`config.mk`:
```
export PLATFORM = sky130hd
export DESIGN_NAME = program_memory_arbiter
export DESIGN_NICKNAME = d
export VERILOG_FILES = /design/src/rtl/program_memory_arbiter.sv
export SDC_FILE = /design/constraint.sdc
export NUM_CORES = 1
export LEC_CHECK = 0
export CAP_MARGIN = 20
export CORE_MARGIN = 8
export CORE_UTILIZATION = 21
export CTS_CLUSTER_DIAMETER = 50
export DETAILED_ROUTE_END_ITERATION = 12
export PLACE_DENSITY_LB_ADDON = 0.1
export SETUP_SLACK_MARGIN = 0.4
export SYNTH_ARGS = -nofsm -noshare
export SYNTH_HDL_FRONTEND = slang
export SYNTH_SLANG_ARGS = --single-unit
```
`constraint.sdc`:
```
create_clock -name clock -period 2.33 [get_ports clock]
set_input_delay 0.466 -clock clock [delete_from_list [all_inputs] [get_ports clock]]
set_output_delay 0.466 -clock clock [all_outputs]
set_load 0.005 [all_outputs]
```
`src/rtl/program_memory_arbiter.sv`:
```
// Two-requester arbiter for a single-port program RAM: instruction fetch vs. program loader.
// Loader wins contention, fetch is forced through after STARVE_LIMIT denials; l_lock gives the loader exclusive use.
module program_memory_arbiter #(
  parameter int RAM_WIDTH     = 32,
  parameter int RAM_ADDR_BITS = 9,
  parameter int STARVE_LIMIT  = 4
) (
  input  logic                     clock,
  input  logic                     reset_n,
  input  logic                     f_req,
  input  logic [RAM_ADDR_BITS-1:0] f_addr,
  output logic                     f_gnt,
  output logic                     f_rvalid,
  input  logic                     l_req,
  input  logic                     l_we,
  input  logic [RAM_ADDR_BITS-1:0] l_addr,
  input  logic [RAM_WIDTH-1:0]     l_wdata,
  input  logic                     l_lock,
  output logic                     l_gnt,
  output logic                     l_rvalid,
  output logic [RAM_WIDTH-1:0]     rdata,
  output logic                     locked,
  output logic                     mem_en,
  output logic                     mem_we,
  output logic [RAM_ADDR_BITS-1:0] mem_addr,
  output logic [RAM_WIDTH-1:0]     mem_wdata,
  input  logic [RAM_WIDTH-1:0]     mem_rdata
);

  typedef enum logic {SHARED, LOCKED} state_t;

  localparam logic [3:0] LIMIT = 4'(STARVE_LIMIT);

  state_t     state_q, state_d;
  logic [3:0] starve_q, starve_d;

  // Grants are gated by reset_n so nothing reaches the RAM while reset is held.
  always_comb begin
    f_gnt    = 1'b0;
    l_gnt    = 1'b0;
    state_d  = state_q;
    starve_d = 4'd0;
    if (reset_n) begin
      case (state_q)
        SHARED: begin
          if (f_req && l_req) begin
            f_gnt = (starve_q == LIMIT);
            l_gnt = ~f_gnt;
          end else begin
            f_gnt = f_req;
            l_gnt = l_req;
          end
          if (f_req && !f_gnt)
            starve_d = (starve_q == LIMIT) ? starve_q : starve_q + 4'd1;
          if (l_lock && !f_gnt)
            state_d = LOCKED;
        end
        LOCKED: begin
          l_gnt = l_req;
          if (!l_lock)
            state_d = SHARED;
        end
        default: state_d = SHARED;
      endcase
    end
  end

  assign mem_en    = f_gnt | l_gnt;
  assign mem_we    = l_gnt & l_we;
  assign mem_addr  = f_gnt ? f_addr : l_addr;
  assign mem_wdata = l_wdata;
  assign rdata     = mem_rdata;
  assign locked    = (state_q == LOCKED);

  always_ff @(posedge clock or negedge reset_n) begin
    if (!reset_n) begin
      state_q  <= SHARED;
      starve_q <= 4'd0;
      f_rvalid <= 1'b0;
      l_rvalid <= 1'b0;
    end else begin
      state_q  <= state_d;
      starve_q <= starve_d;
      f_rvalid <= f_gnt & ~mem_we;
      l_rvalid <= l_gnt & ~l_we;
    end
  end

endmodule

```
==> results of run 1 <==
[cells by family after synthesis]
logic type,after synthesis,synth area share
compound gates,5,0.0456
xor+xnor,1,0.00912
fa+ha+maj,2,0.0260
buf+inv,68,0.516
flops,7,0.182
mux,11,0.126
simple gates,12,0.0951
[power breakdown]
part / leakage (nW) / total (mW) / switching, mW / internal (mW)
clock: 0.0228 / 0.170 / 0.0513 / 0.118
combinational: 0.451 / 0.157 / 0.0472 / 0.110
sequential: 0.0950 / 0.131 / 0.00470 / 0.126
total: 0.569 / 0.458 / 0.103 / 0.355
[cell type report]
class / count / area, sq um
well taps: 52 / 65.1
flip-flops and latches: 7 / 175
inverters: 4 / 15.0
clock buffers: 4 / 45.0
repair buffers: 57 / 596
multi-input cells: 31 / 353
fillers: 454 / 3140
[critical path, stage by stage (launching register included)]
cell      delay [ns]
dfrtp_1         0.38
inv_2           0.08
ha_4            0.15
nand3b_4        0.09
a21oi_4         0.20
buf_12          0.15
buf_6           0.09
mux2_4          0.29
buf_6           0.12
[what timing repair did]
action | CTS | global route
pin swaps | 4 | 1
setup endpoints to repair | 13 | 12
setup buffers | 5 | 3
hold buffers | 0 | 0
gates resized for setup | 85 | 2
gates cloned | 1 | 0
[layout by cell type, fill, tap and decap left out, drive strengths merged]
cell and instances:
a21oi 3, and2 1, buf 30, clkbuf 4, clkdlybuf4s15 1, clkdlybuf4s50 23, dfrtp 7, dlygate4sd2 3
ha 2, inv 4, mux2 9, mux2i 2, nand2 1, nand3 1, nand3b 2, nor2 2
nor2b 1, nor3 3, nor3b 1, o21a 1, o311a 1, xnor2 1
[worst min path at each step]
| stage | start | endpoint | slack (ns) |
|---|---|---|---|
| 2_1_floorplan | reset_n | f_rvalid | 0.17 |
| 3_3_place_gp | starve_q[0] | starve_q[0] | 0.53 |
| 3_5_place_dp | starve_q[0] | starve_q[0] | 0.54 |
| 4_1_cts | reset_n | f_rvalid | 0.41 |
| 5_1_grt | reset_n | f_rvalid | 0.41 |
| 6_report | reset_n | f_rvalid | 0.39 |
[per-stage QoR]
stage	TNS (ns)	worst slack, ns	total power [mW]	std cells	instance area [sq um]
floorplan	0	0.445	0.253	106	961
global placement	-3.96	-0.375	0.262	142	1020
detailed placement	-3.80	-0.364	0.262	142	1020
CTS	0	0.0665	0.465	152	1210
global route	0	0.0118	0.483	155	1250
finish	0	0.0859	0.458	155	1250
[routing by layer]
metal / track usage / up-vias / part of all wire
met3: 0.0596 / 22 / 0.18
met5: 0 / - / 0
li1: - / 270 / -
met2: 0.100 / 54 / 0.43
met1: 0.0665 / 282 / 0.36
met4: 0.0424 / 0 / 0.037
[registers in the layout (all words and copies together) (netlist names)]
signal,flops
starve_q,4
f_rvalid,1
l_rvalid,1
locked,1
==> results.json, run 1 <==
{
  "ant_nets": 0,
  "drv_slew": 0,
  "r2r_slack_ns": 0.71,
  "synth_top_area_share": 0.500,
  "finalHoldViolCount": 0,
  "cts_buffers": 3,
  "clkTransAtPathRegs_ns": 0.04,
  "n_antenna_cell": 0,
  "rsz0062_at_grt": "true",
  "globalplace.congestion": 0.678,
  "cellLeakagePower_nw": 0.569,
  "grt_start_max_net_pins": 11,
  "totalWireLength_mm": 2.55,
  "cts_sinks": 7,
  "grt_pass1_vias": 709,
  "rows": 24,
  "initial_core_util": 0.219,
  "yosys.cell_count.top_type": "buf_4",
  "crit_path_end_kind": "primary output",
  "drt_pre_antenna_iters": 4,
  "startpoint_type": "flop",
  "crit_end": "mem_addr[1]",
  "die_w_microns": 83.6,
  "synth_largest_area_cell": "buf_4",
  "yosysUniqueCellTypes": 20,
  "overflow": 0,
  "root_buffer": "clkbuf_8",
  "synth_edf_count": 0,
  "reg2reg_depth": 8,
  "drv_cap": 0,
  "powerDensity_nw_per_um2": 367,
  "critPathLaunch": "starve_q[1]",
  "syn_avg_cell_area_sq_um": 9.07,
  "setup_viol": 0,
  "skew_ns": 0.00377,
  "synthArstFlopShare": 1.00,
  "wl_per_cell_microns": 16.4,
  "antenna_found_initial": 0,
  "grt_use_total": 0.0699,
  "min_period_over_period": 0.963,
  "cp.required_ns": 1.86,
  "h-tree-depth": 1,
  "cts_tree": "done",
  "critPathMaxFanout": 5,
  "synth_nets": 196,
  "clkLatencyLatePin_ns": 0.22,
  "core_sq_um": 4380,
  "status": "complete, no violations",
  "drc": 0,
  "die-height_microns": 83.6,
  "syn_to_final_growth_pct": 29.9,
  "final_layout_size_suffix_gt1_frac": 0.505,
  "max-slew-margin-rel": 0.861,
  "critPathKind": "reg2out",
  "vias": 628,
  "timing.fmax_ghz": 0.446,
  "io_pins": 168,
  "ys_warn_count": 0,
  "final_util": 0.285,
  "holdCritPathClass": "in2async",
  "regToRegEndpoint": "l_rvalid",
  "synth-seq-cells": 7,
  "synth_commonest_cells": "buf_4, dfrtp_1, mux2_2",
  "ys_top_cells_by_area": "buf_4, dfrtp_1, mux2_2",
  "die_area_sq_um": 7000,
  "worstMarginPinSlew_ns": 0.209,
  "clk_path_buf_depth": 2,
  "ys_seq_area_frac": 0.182,
  "drtIter0Drc": 8,
  "grt_pass1_wl_mm": 3.95,
  "peakVddDrop_mv": 0.266,
  "synth_cells": 106,
  "worstPathArrival_ns": 1.78,
  "hpwlAfterDp_mm": 2.00,
  "nets": 194,
  "whs_ns": 0.391,
  "synth_ff_type": "dfrtp_1",
  "syn-cell-area_sq_um": 961,
  "port_buffers": 39,
  "fin_crit_ns": 2.24,
  "r2r_start": "starve_q[1]",
  "via_per_inst": 4.05
}
(Power assumes the default switching activity.)
==> run 2: changes to the inputs <==
Settings changed: SKIP_CTS_REPAIR_TIMING from default to 1.
==> results.json, run 2 (synthesis results as in run 1) <==
{
  "grt_use_total": 0.0655,
  "die_area_sq_um": 7000,
  "n_antenna_cell": 0,
  "clkLatencyLatePin_ns": 0.22,
  "drv_cap": 0,
  "grt_pass1_wl_mm": 3.70,
  "clk_path_buf_depth": 2,
  "antenna_found_initial": 0,
  "clkTransAtPathRegs_ns": 0.04,
  "overflow": 0,
  "drt_pre_antenna_iters": 4,
  "core_sq_um": 4380,
  "met3_usage": 0.0596,
  "skew_ns": 0.00328,
  "cts_buffers": 3,
  "powerDensity_nw_per_um2": 382,
  "rows": 24,
  "largest_register": "starve_q",
  "nets": 190,
  "totalWireLength_mm": 2.50,
  "timing.setup.tns_ns": 0,
  "syn_to_final_growth_pct": 20.4,
  "holdCritPathClass": "in2async",
  "timing.fmax_ghz": 0.457,
  "cellLeakagePower_nw": 0.573,
  "startpoint_type": "flop",
  "hpwlAfterDp_mm": 2.00,
  "met1_usage": 0.0586,
  "die_w_microns": 83.6,
  "crit_path_max_incr_delay_ns": 0.38,
  "pre_cts_ws_ns": -0.364,
  "vias": 612,
  "cp.required_ns": 1.86,
  "status": "complete, no violations",
  "drv_slew": 0,
  "critical_path.cell_chain": "inv_2 -> ha_4 -> nand3b_4 -> a21oi_4 -> buf_12 -> buf_4 -> mux2_4 -> buf_6",
  "worstMarginPinSlew_ns": 0.204,
  "io_pins": 168,
  "wl_per_cell_microns": 16.6,
  "max-slew-margin-rel": 0.864,
  "layout_commonest_cell": "clkdlybuf4s50_1",
  "final_layout_size_suffix_gt1_frac": 0.444,
  "place_inst": 142,
  "design_area_sq_um": 1160,
  "finalHoldViolCount": 0,
  "ant_nets": 0,
  "critPathKind": "reg2out",
  "rsz0062_at_grt": "true",
  "grt_pass1_vias": 682,
  "cts_sinks": 7,
  "drc": 0,
  "whs_ns": 0.278,
  "crit_path_top_delay_cell": "dfrtp_1",
  "via_per_inst": 4.05,
  "final_util": 0.264,
  "crit_path_end_kind": "primary output",
  "use_met2": 0.0947,
  "final_cell_mix": "clkdlybuf4s50_1, buf_6, mux2_4, buf_4, dfrtp_1",
  "min_period_over_period": 0.938,
  "globalplace.congestion": 0.678,
  "fin_crit_ns": 2.19,
  "grt_start_max_net_pins": 11,
  "setup_viol": 0,
  "power_uw": 442,
  "worstPathArrival_ns": 1.72,
  "die-height_microns": 83.6,
  "root_buffer": "clkbuf_8",
  "largest_reg_flops": 4,
  "placed_area_sq_um": 1020,
  "fin_cells": 151,
  "cts_tree": "done",
  "h-tree-depth": 1,
  "drtIter0Drc": 5,
  "grt-busiest-layer": "met2",
  "port_buffers": 39,
  "critPathMaxFanout": 6,
  "worst_slack_ns": 0.144,
  "peakVddDrop_mv": 0.260,
  "initial_core_util": 0.219
}
-- run 2: cell types whose count changed in the layout (fill, tap and decap cells not counted), sizes merged --
| cell | change |
|---|---|
| clkbuf | +5 |
| clkdlybuf4s15 | -1 |
| buf | -10 |
| dlymetal6s2s | +5 |
| dlygate4sd2 | -3 |
-- run 2: layer usage --
layer  wire (microns)  vias up
li1                 -      262
met3              429       22
met5                0        -
met1              875      272
met4               93        0
met2             1100       56
-- run 2: path summary, 6_finish.rpt --
check,slack [ns],end,cells past startpoint,start
hold reg to reg,0.55,starve_q[0],2,starve_q[0]
setup reg to reg,0.81,l_rvalid,7,starve_q[1]
hold / removal,0.28,f_rvalid,2,reset_n
setup / recovery,0.14,mem_addr[8],8,starve_q[1]
min in group clock,0.55,starve_q[0],2,starve_q[0]
max in group asynchronous,1.93,locked,2,reset_n
-- run 2: layout make-up --
cell class / instances / area [sq um]
clock buffer: 4 / 45.0
fill: 473 / 3230
inverter: 4 / 15.0
multi-input combinational: 31 / 335
sequential: 7 / 175
tap: 52 / 65.1
timing repair buffer: 53 / 522
-- run 2: critical path: cells and delay by family (launching register included) --
| kind | cells | cell delay (ns) |
|---|---|---|
| AND/OR/NAND/NOR | 1 | 0.09 |
| multiplexers | 1 | 0.29 |
| flip-flops | 1 | 0.38 |
| buffers and inverters | 4 | 0.44 |
| AO/OA/AOI/OAI | 1 | 0.15 |
| adder cells (fa/ha/maj) | 1 | 0.15 |
-- run 2: power breakdown --
| part | switching [mW] | internal [mW] |
|---|---|---|
| combinational | 0.0440 | 0.0983 |
| clock | 0.0509 | 0.118 |
| sequential | 0.00424 | 0.126 |
| total | 0.0991 | 0.343 |
